`src/rtl/servo_pwm_ctrl.sv`:
```
// Hobby-servo PWM generator: fixed-length frame, clamped high pulse whose
// width is sampled once per frame at the frame boundary so the output never glitches.
module servo_pwm_ctrl #(
  parameter int unsigned FRAME_CYCLES = 2000000,
  parameter int unsigned MIN_PULSE    = 50000,
  parameter int unsigned MAX_PULSE    = 250000,
  parameter int unsigned CNT_WIDTH    = 21
) (
  input  logic        i_Clk,
  input  logic        i_Rst_L,
  input  logic [23:0] i_Control_Range,
  output logic        o_Servo
);

  localparam logic [CNT_WIDTH-1:0] LAST_COUNT = CNT_WIDTH'(FRAME_CYCLES - 1);
  localparam logic [23:0]          MIN_W      = 24'(MIN_PULSE);
  localparam logic [23:0]          MAX_W      = 24'(MAX_PULSE);

  logic [CNT_WIDTH-1:0] count;
  logic [23:0]          width;
  logic [23:0]          clamped;
  logic [23:0]          count_ext;
  logic                 frame_end;

  assign frame_end = (count == LAST_COUNT);
  assign count_ext = 24'(count);

  always_comb begin
    clamped = i_Control_Range;
    if (i_Control_Range < MIN_W)
      clamped = MIN_W;
    else if (i_Control_Range > MAX_W)
      clamped = MAX_W;
  end

  // The compare uses the pre-increment count, so the pulse starts one clock
  // after the counter reads zero and lasts exactly `width` clocks.
  always_ff @(posedge i_Clk) begin
    if (!i_Rst_L) begin
      count   <= '0;
      width   <= '0;
      o_Servo <= 1'b0;
    end else begin
      count   <= frame_end ? '0 : count + CNT_WIDTH'(1);
      if (frame_end)
        width <= clamped;
      o_Servo <= (count_ext < width);
    end
  end

endmodule

```
`config.mk`:
```
export PLATFORM = sky130hd
export DESIGN_NAME = servo_pwm_ctrl
export DESIGN_NICKNAME = d
export VERILOG_FILES = /design/src/rtl/servo_pwm_ctrl.sv
export SDC_FILE = /design/constraint.sdc
export NUM_CORES = 1
export LEC_CHECK = 0
export CORE_UTILIZATION = 43
export CTS_BUF_LIST = sky130_fd_sc_hd__clkbuf_2
export CTS_CLUSTER_DIAMETER = 40
export DETAILED_ROUTE_END_ITERATION = 16
export DONT_BUFFER_PORTS = 1
export PLACE_DENSITY = 0.63
export SETUP_SLACK_MARGIN = 0.3
export SLEW_MARGIN = 10
export SYNTH_ARGS = -nofsm -noshare
export SYNTH_HDL_FRONTEND = slang
export SYNTH_SLANG_ARGS = --single-unit
```
`constraint.sdc`:
```
create_clock -name i_Clk -period 7.41 [get_ports i_Clk]
set_clock_uncertainty 0.05 [all_clocks]
set_input_delay 1.1115 -clock i_Clk [delete_from_list [all_inputs] [get_ports i_Clk]]
set_output_delay 1.1115 -clock i_Clk [all_outputs]
set_load 0.02 [all_outputs]
```
* Yosys cells after proc, flatten, opt, wreduce, memory -nomap -nowiden
Index checks and enable logic that the tools add are counted.
** Cells by class
- Equality and inequality tests :: 1
- Reductions and logical operators :: 1
- Muxes and demuxes :: 2
- Add/subtract/negate cells :: 1
- Bitwise logic cells :: 1
- $lt $le $gt $ge :: 3
** Operators with widths (number)
- two-way mux 24 bit :: 2
- > comparator 24 x 18 -> 1 bit (second input constant) :: 1
- less-than comparator 21 x 24 -> 1 bit :: 1
- less-than comparator 24 x 16 -> 1 bit (second input constant) :: 1
- adder 21 x 1 -> 21 bit (second input constant) :: 1
- == test 21 bit (second input constant) :: 1
- OR reduction 2 bit :: 1
- NOT 1 bit :: 1
** Storage, ports and cells
- Word-level logic and storage cells :: 12
- Bits of input ports :: 26
- Flip-flop bits (word level) :: 46

* Logic depth before layout (Yosys ltp)
Gate-level depths: netlist of run 1.
- Depth after elaboration :: 3
- Mapped depth :: 7

* Least setup slack after synthesis of run 1
Ideal clock, no wire load.
- Path type :: input to register
- Start :: input port i_Control_Range[0]
- End :: register width[12]
- Data required time :: 7238 ps
- Slack :: 4628 ps
- Data arrival time :: 2610 ps
- Stages on the path :: 5
- Setup time :: 122 ps
- Cell sequence :: or4b_2 -> o31ai_1 -> nand3_1 -> a21o_1 -> o311a_1
** On the way
- Longest elaborated chain between the ends :: 3
- Elaborated cells on any way between the ends :: 4
** Ends and longest elaborated chain
- start: declaration :: RTL line 11 : input logic [23:0] i_Control_Range,
- > comparator 24 x 18 -> 1 bit :: RTL line 32 : else if (i_Control_Range > MAX_W)
- two-way mux 24 bit :: RTL line 32
- two-way mux 24 bit (*) :: RTL line 30 : if (i_Control_Range < MIN_W)
- end signal: assignment :: RTL line 46 : width <= clamped;
- end: declaration :: RTL line 20 : logic [23:0] width;
Every way passes the cells marked *; elsewhere a longest branch is shown, timed or not.
A chain may end at the register's enable or synchronous reset.

* Worst setup path in the final report of run 1
- Start :: register count[14]
- End :: register count[13]
** On the way
- Longest elaborated chain between the ends :: 2
** Ends and longest elaborated chain
- start: declaration :: RTL line 19 : logic [CNT_WIDTH-1:0] count;
- start signal: assignment :: RTL line 44 : count <= frame_end ? '0 : count + CNT_WIDTH'(1);
- == test 21 bit :: RTL line 25 : assign frame_end = (count == LAST_COUNT);
- OR reduction 2 bit (no line)
No other way between the ends.

==> flow_summary_export.csv, run 1 <==
group,metric,value,unit
grt,antenna_found_initial,0,
sta,setup_viol,0,
clock_network,cts_hold_buf,0,
power,pwr-share-comb,3.5,%
logic_synthesis,synth_edf_count,0,
floorplanning,io_pins,27,
cells_and_area,n_fill_cell,544,
setup_path,r2r-start,"count[14]$_SDFF_PP0_",
setup_path,end_kind,"register",
sta,timing.fmax,365,MHz
power,p_leak,0.913,nW
placed_design,gp_congestion,0.855,
route,drtAntennaViolNets,0,
sta,setup_ws,4.67,ns
logic_synthesis,synth_cells,286,
sta,worst_pin_slew,0.739,ns
logic_synthesis,synth_nets,333,
run_status,outcome,"completed",
grt,grt_max_degree,23,
logic_synthesis,ys_seq_area_share,38.0,%
logic_synthesis,ys_ff_latch,46,
setup_path,path_class,"register to register",
setup_path,setup.worst_path.start,"count[14]$_SDFF_PP0_",
clock_network,clk_path_buf_depth,2,
cells_and_area,layout.nets,335,
grt,grt_overflow_total,0,
logic_synthesis,yosys_warnings,0,
clock_network,clk_pin_slew,0.21,ns
grt,track_usage,19.9,%
logic_synthesis,syn_area,2430,sq um
placed_design,dpl.hpwl,4140,um
route,drtPass1Iterations,4,
route,wl,5380,um
logic_synthesis,synth_top_cell_by_area,"dfxtp_1",
sta,setup_tns,0,ns
hold_path,hp-class,"register to register",
floorplanning,fp.dieArea,5950,sq um
power,power_density,159,nW/um^2
cells_and_area,insertedDiodeCount,0,
logic_synthesis,synth_top_area_share,38.0,%
setup_path,crit_buf_inv,0,
sta,fin_crit_sh,37.0,%
power,clkPwrFrac,34.6,%
route,vias_per_cell,5.51,
placed_design,io_buffers,0,
sta,slew_headroom,50.6,%
power,power_frac_seq,61.9,%
setup_path,crit_arrival,2.98,ns
sta,rsz0062_at_grt,"no",
sta,hold_violations,0,
grt,grt_pass1_vias,1924,
setup_path,worstPathCellList,"or4b_1 > nor4_1 > nand2_1 > nand2_1 > nor2_1",
logic_synthesis,synth_commonest_cells,"46 x dfxtp_1, 38 x nor2_1, 27 x inv_1",
clock_network,cts_tree,"yes",
setup_path,worstPathMaxFanout,22,
hold_path,hp-start,"width[18]$_SDFFE_PN0P_",
logic_synthesis,avgSynthCellArea,8.48,sq um
setup_path,crit_top_cell,"nand2_1",
clock_network,cts_setup_buffers,0,
setup_path,cp_slowest_stage_delay,0.69,ns
sta,drv_slew,0,
clock_network,cts_root_buf,"clkbuf_2",
cells_and_area,synthToLayoutAreaGrowth,5.72,%
route,drc,0,
logic_synthesis,synth_area_leaders,"dfxtp_1 38%, ha_1 11%, nor2_1 5.9%",
logic_synthesis,synth_most_common_cell,"dfxtp_1",
cells_and_area,drive_above_1_share,4.84,%
logic_synthesis,synth_cell_types,46,
sta,min_period,2.74,ns
run,max_cap_viol_count,0,
clock_network,worst_skew_pair.late_latency,0.42,ns
logic_synthesis,synthArstFlopShare,0,%
clock_network,ctsResizeCount,0,
clock_network,cts_buffers,5,
power,ir_drop,0.0862,mV
power,p_total,0.408,mW
setup_path,startpoint_type,"register",
route,post_drt_wl_per_cell,15.0,um
setup_path,slowest_stage,"nand2_1",
floorplanning,core,5270,sq um
route,drtIter0Drc,138,
clock_network,cts_sinks,46,
floorplanning,start_util,46.0,%
power,power.switching,0.0944,mW
grt,grt_pass1_wl,9280,um
route,vias,1979,
placed_design,pre_cts_ws,4.51,ns
setup_path,crit_family,"simple AND/OR/NAND/NOR gates",
setup_path,crit_required,7.65,ns
power,p_sw_share,23.1,%
power,p_int,0.313,mW
floorplanning,die_h,77.1,um
clock_network,htree_levels,2,
floorplanning,chipWidth,77.1,um
floorplanning,rows,26,
logic_synthesis,synthFlopType,"dfxtp_1",
registers in the layout (all words and copies together), names as in the netlist:
| signal | cells |
|---|---|
| count | 21 |
| width | 24 |
| o_Servo | 1 |
cell type report:
class	count	area (sq um)	area share, %
Clock buffer	6	30.0	1.17
Inverter	28	105	4.10
Tap cell	70	87.6	3.41
Timing Repair Buffer	1	7.51	0.293
Clock inverter	2	37.5	1.46
Sequential cell	46	921	35.9
Multi-Input combinational cell	206	1380	53.7
cells by family after synthesis:
group | share of synthesized area [%]
flops | 38.0
fa+ha+maj | 10.8
simple gates | 24.1
buf+inv | 5.31
mux | 0.825
xor+xnor | 6.50
compound gates | 14.4
layout by cell type (no fill, tap or decap), types with 2 or more instances in the layout:
cell type / n
and3_1: 5
or4_1: 4
or4b_1: 2
a211oi_1: 4
o211ai_1: 2
o22ai_1: 2
clkbuf_2: 6
o311a_1: 2
o21ai_0: 9
nand3_1: 13
nor4_1: 5
and2_1: 2
xnor2_1: 12
a31oi_1: 3
a2111oi_0: 2
a22o_1: 8
nor2_1: 38
inv_1: 27
xor2_1: 6
ha_1: 21
dfxtp_1: 46
nand2_1: 19
a21oi_1: 9
or3_1: 4
nand4_1: 5
mux2i_1: 2
nor3_1: 10
power by group through the flow:
stage | Combinational (mW) | Sequential (mW) | Clock [mW]
final | 0.0141 | 0.253 | 0.141
after global routing | 0.0165 | 0.253 | 0.159
after CTS | 0.0142 | 0.253 | 0.147
after detailed placement | 0.0142 | 0.257 | 0
after global placement | 0.0144 | 0.257 | 0
after floorplan | 0.0114 | 0.257 | 0
final timing paths:
kind / slack [ns] / cells past startpoint / end
max: 4.67 / 5 / count[13]$_SDFF_PP0_
min: 0.41 / 2 / width[18]$_SDFFE_PN0P_
max reg2reg: 4.67 / 5 / count[13]$_SDFF_PP0_
min reg2reg: 0.41 / 2 / width[18]$_SDFFE_PN0P_
layer usage:
metal	track usage, %	vias to the layer above	share of wire, %
met1	26.2	917	50
met4	7.55	0	1.2
met2	31.7	37	45
met3	4.52	7	4.1
li1	-	1018	-
met5	0	-	0
worst reg2reg max path, delay by kind of cell (launching register included):
kind,cells,cell delay [ns]
flops,1,0.41
simple gates,5,2.18
per-stage QoR:
step	hold slack [ns]	cells	cell area [sq um]	util [%]
3_3_place_gp	0.386	351	2500	47.4
3_5_place_dp	0.393	351	2500	47.4
2_1_floorplan	0.372	286	2430	-
6_report	0.412	359	2560	48.7
4_1_cts	0.418	359	2560	48.7
5_1_grt	0.445	359	2560	48.7
(Power assumes the default switching activity.)
==> inputs of run 2 (changes only) <==
clock period = 2.7 ns   (was 7.41 ns; I/O delays follow)
==> flow_summary_export.csv, run 2 (synthesis results as in run 1) <==
group,metric,value,unit
setup_path,crit_arrival,2.74,ns
placed_design,dpl.hpwl,4230,um
route,drc,0,
cells_and_area,largest_reg_flops,24,
run_status,outcome,"completed",
route,drt-met1-wl,2700,um
cells_and_area,regMostFlops,"width",
grt,grt_pass1_wl,9230,um
sta,worst_pin_slew,0.549,ns
sta,setup_tns,0,ns
run,max_cap_viol_count,0,
setup_path,slowest_stage,"or4_4",
hold_path,hp-class,"input port to register",
power,p_int,0.867,mW
grt,antenna_found_initial,0,
sta,fin_crit_sh,88.6,%
power,power.switching,0.259,mW
route,vias,2065,
route,wl_met2,2500,um
setup_path,startpoint_type,"register",
floorplanning,die_h,77.1,um
clock_network,clk_path_buf_depth,2,
sta,drv_slew,0,
cells_and_area,layout_common_cells,"41 x dfxtp_1, 38 x nor2_1, 27 x inv_1",
placed_design,gp_congestion,0.787,
clock_network,cts_buffers,5,
grt,grt_pass1_vias,1965,
clock_network,worst_skew_pair.late_latency,0.43,ns
route,vias_per_cell,5.45,
power,p_leak,1.02,nW
clock_network,cts_sinks,46,
setup_path,worstPathMaxFanout,4,
setup_path,end_kind,"register",
cells_and_area,reg.largest.list,"width: 24 flops, count: 21 flops, o_Servo: 1 flops",
route,wl,5510,um
sta,min_period,2.39,ns
floorplanning,start_util,46.0,%
route,top_layer,"met4",
power,power_density,407,nW/um^2
route,drtPass1Iterations,4,
grt,grt_max_degree,23,
floorplanning,rows,26,
sta,setup_viol,0,
clock_network,clk_pin_slew,0.25,ns
grt,grt_overflow_total,0,
route,post_drt_wl_per_cell,14.5,um
setup_path,cp_slowest_stage_delay,0.53,ns
setup_path,crit_required,3.05,ns
route,route.met3.wl,254,um
cells_and_area,layout.nets,355,
power,ir_drop,0.237,mV
sta,slew_headroom,63.1,%
cells_and_area,mostFrequentLayoutCell,"dfxtp_1",
sta,timing.fmax,418,MHz
floorplanning,core,5270,sq um
route,drtAntennaViolNets,0,
grt,track_usage,19.7,%
power,pwr-share-comb,4.4,%
clock_network,htree_levels,2,
cells_and_area,insertedDiodeCount,0,
clock_network,cts_tree,"yes",
setup_path,worstPathCellList,"or4b_1 > or4_4 > or4_4 > a211oi_4 > buf_4 > a22o_1",
setup_path,path_class,"register to register",
route,drtIter0Drc,92,
floorplanning,io_pins,27,
floorplanning,chipWidth,77.1,um
floorplanning,fp.dieArea,5950,sq um
setup_path,crit_top_cell,"or4_4",
cells_and_area,synthToLayoutAreaGrowth,14.1,%
cells_and_area,drive_above_1_share,11.0,%
clock_network,cts_root_buf,"clkbuf_2",
power,power_frac_seq,61.3,%
power,p_total,1.13,mW
sta,rsz0062_at_grt,"yes",
placed_design,io_buffers,0,
power,clkPwrFrac,34.3,%
power,p_sw_share,23.0,%
cells_and_area,n_fill_cell,512,
sta,hold_violations,0,
==> run 2: changes by cell type in the layout (fill, tap and decap cells not counted), sizes merged <==
cell         previous run  this run
buf                     1        13
dlygate4sd3             0         8
==> run 2: power by group through the flow <==
stage                     sequential, mW  combinational [mW]  clock (mW)
final                              0.690              0.0498       0.386
after global routing               0.692              0.0564       0.426
after CTS                          0.693              0.0401       0.398
after detailed placement           0.706              0.0400           0
after global placement             0.706              0.0399           0
after floorplan                    0.704              0.0315           0
==> run 2: routing by layer <==
layer,track usage (%),vias to the layer above
met1,26.9,972
met5,0,-
li1,-,1061
met2,31.3,25
met3,4.05,7
met4,5.66,0
==> run 2: critical path: cells and delay by family (launching register included) <==
| kind | cells | cell delay [ns] |
|---|---|---|
| AOI/OAI and AO/OA | 2 | 0.30 |
| and+or+nand+nor | 3 | 1.49 |
| DFF | 1 | 0.40 |
| buffers and inverters | 1 | 0.16 |
==> run 2: stage by stage <==
step	std cells	setup slack [ns]	instance area (sq um)	utilization [%]	hold WS [ns]
CTS	368	0.300	2640	50.0	0.00310
global route	379	0.249	2770	52.5	0.00835
floorplan	286	0.331	2430	-	0.372
finish	379	0.307	2770	52.5	0.0342
detailed placement	358	0.178	2550	48.4	0.392
global placement	358	0.201	2550	48.4	0.387
==> run 2: final cells by class <==
| cell class | instances | area, sq um | area share, % |
|---|---|---|---|
| multi-input cells | 206 | 1400 | 50.5 |
| repair buffers | 21 | 178 | 6.42 |
| inverters | 28 | 105 | 3.80 |
| clock inverters | 2 | 37.5 | 1.36 |
| clock buffers | 6 | 30.0 | 1.08 |
| flip-flops and latches | 46 | 932 | 33.7 |
| well taps | 70 | 87.6 | 3.16 |
==> run 2: what timing repair did <==
item	in CTS	in global routing
pin swaps	1	0
buffers inserted	2	3
resized for setup	3	8
hold buffers	0	8
endpoints found under the setup margin	8	32
hold endpoints to repair	0	10
==> run 2: path summary, 6_finish.rpt <==
kind                                             start                      to  slack [ns]  cells past startpoint
worst max-delay path               count[8]$_SDFF_PP0_   width[1]$_SDFFE_PN0P_        0.31                      6
worst min-delay path                i_Control_Range[1]   width[1]$_SDFFE_PN0P_        0.03                      1
worst max register to register     count[8]$_SDFF_PP0_   width[1]$_SDFFE_PN0P_        0.31                      6
worst min register to register  width[18]$_SDFFE_PN0P_  width[18]$_SDFFE_PN0P_        0.41                      2
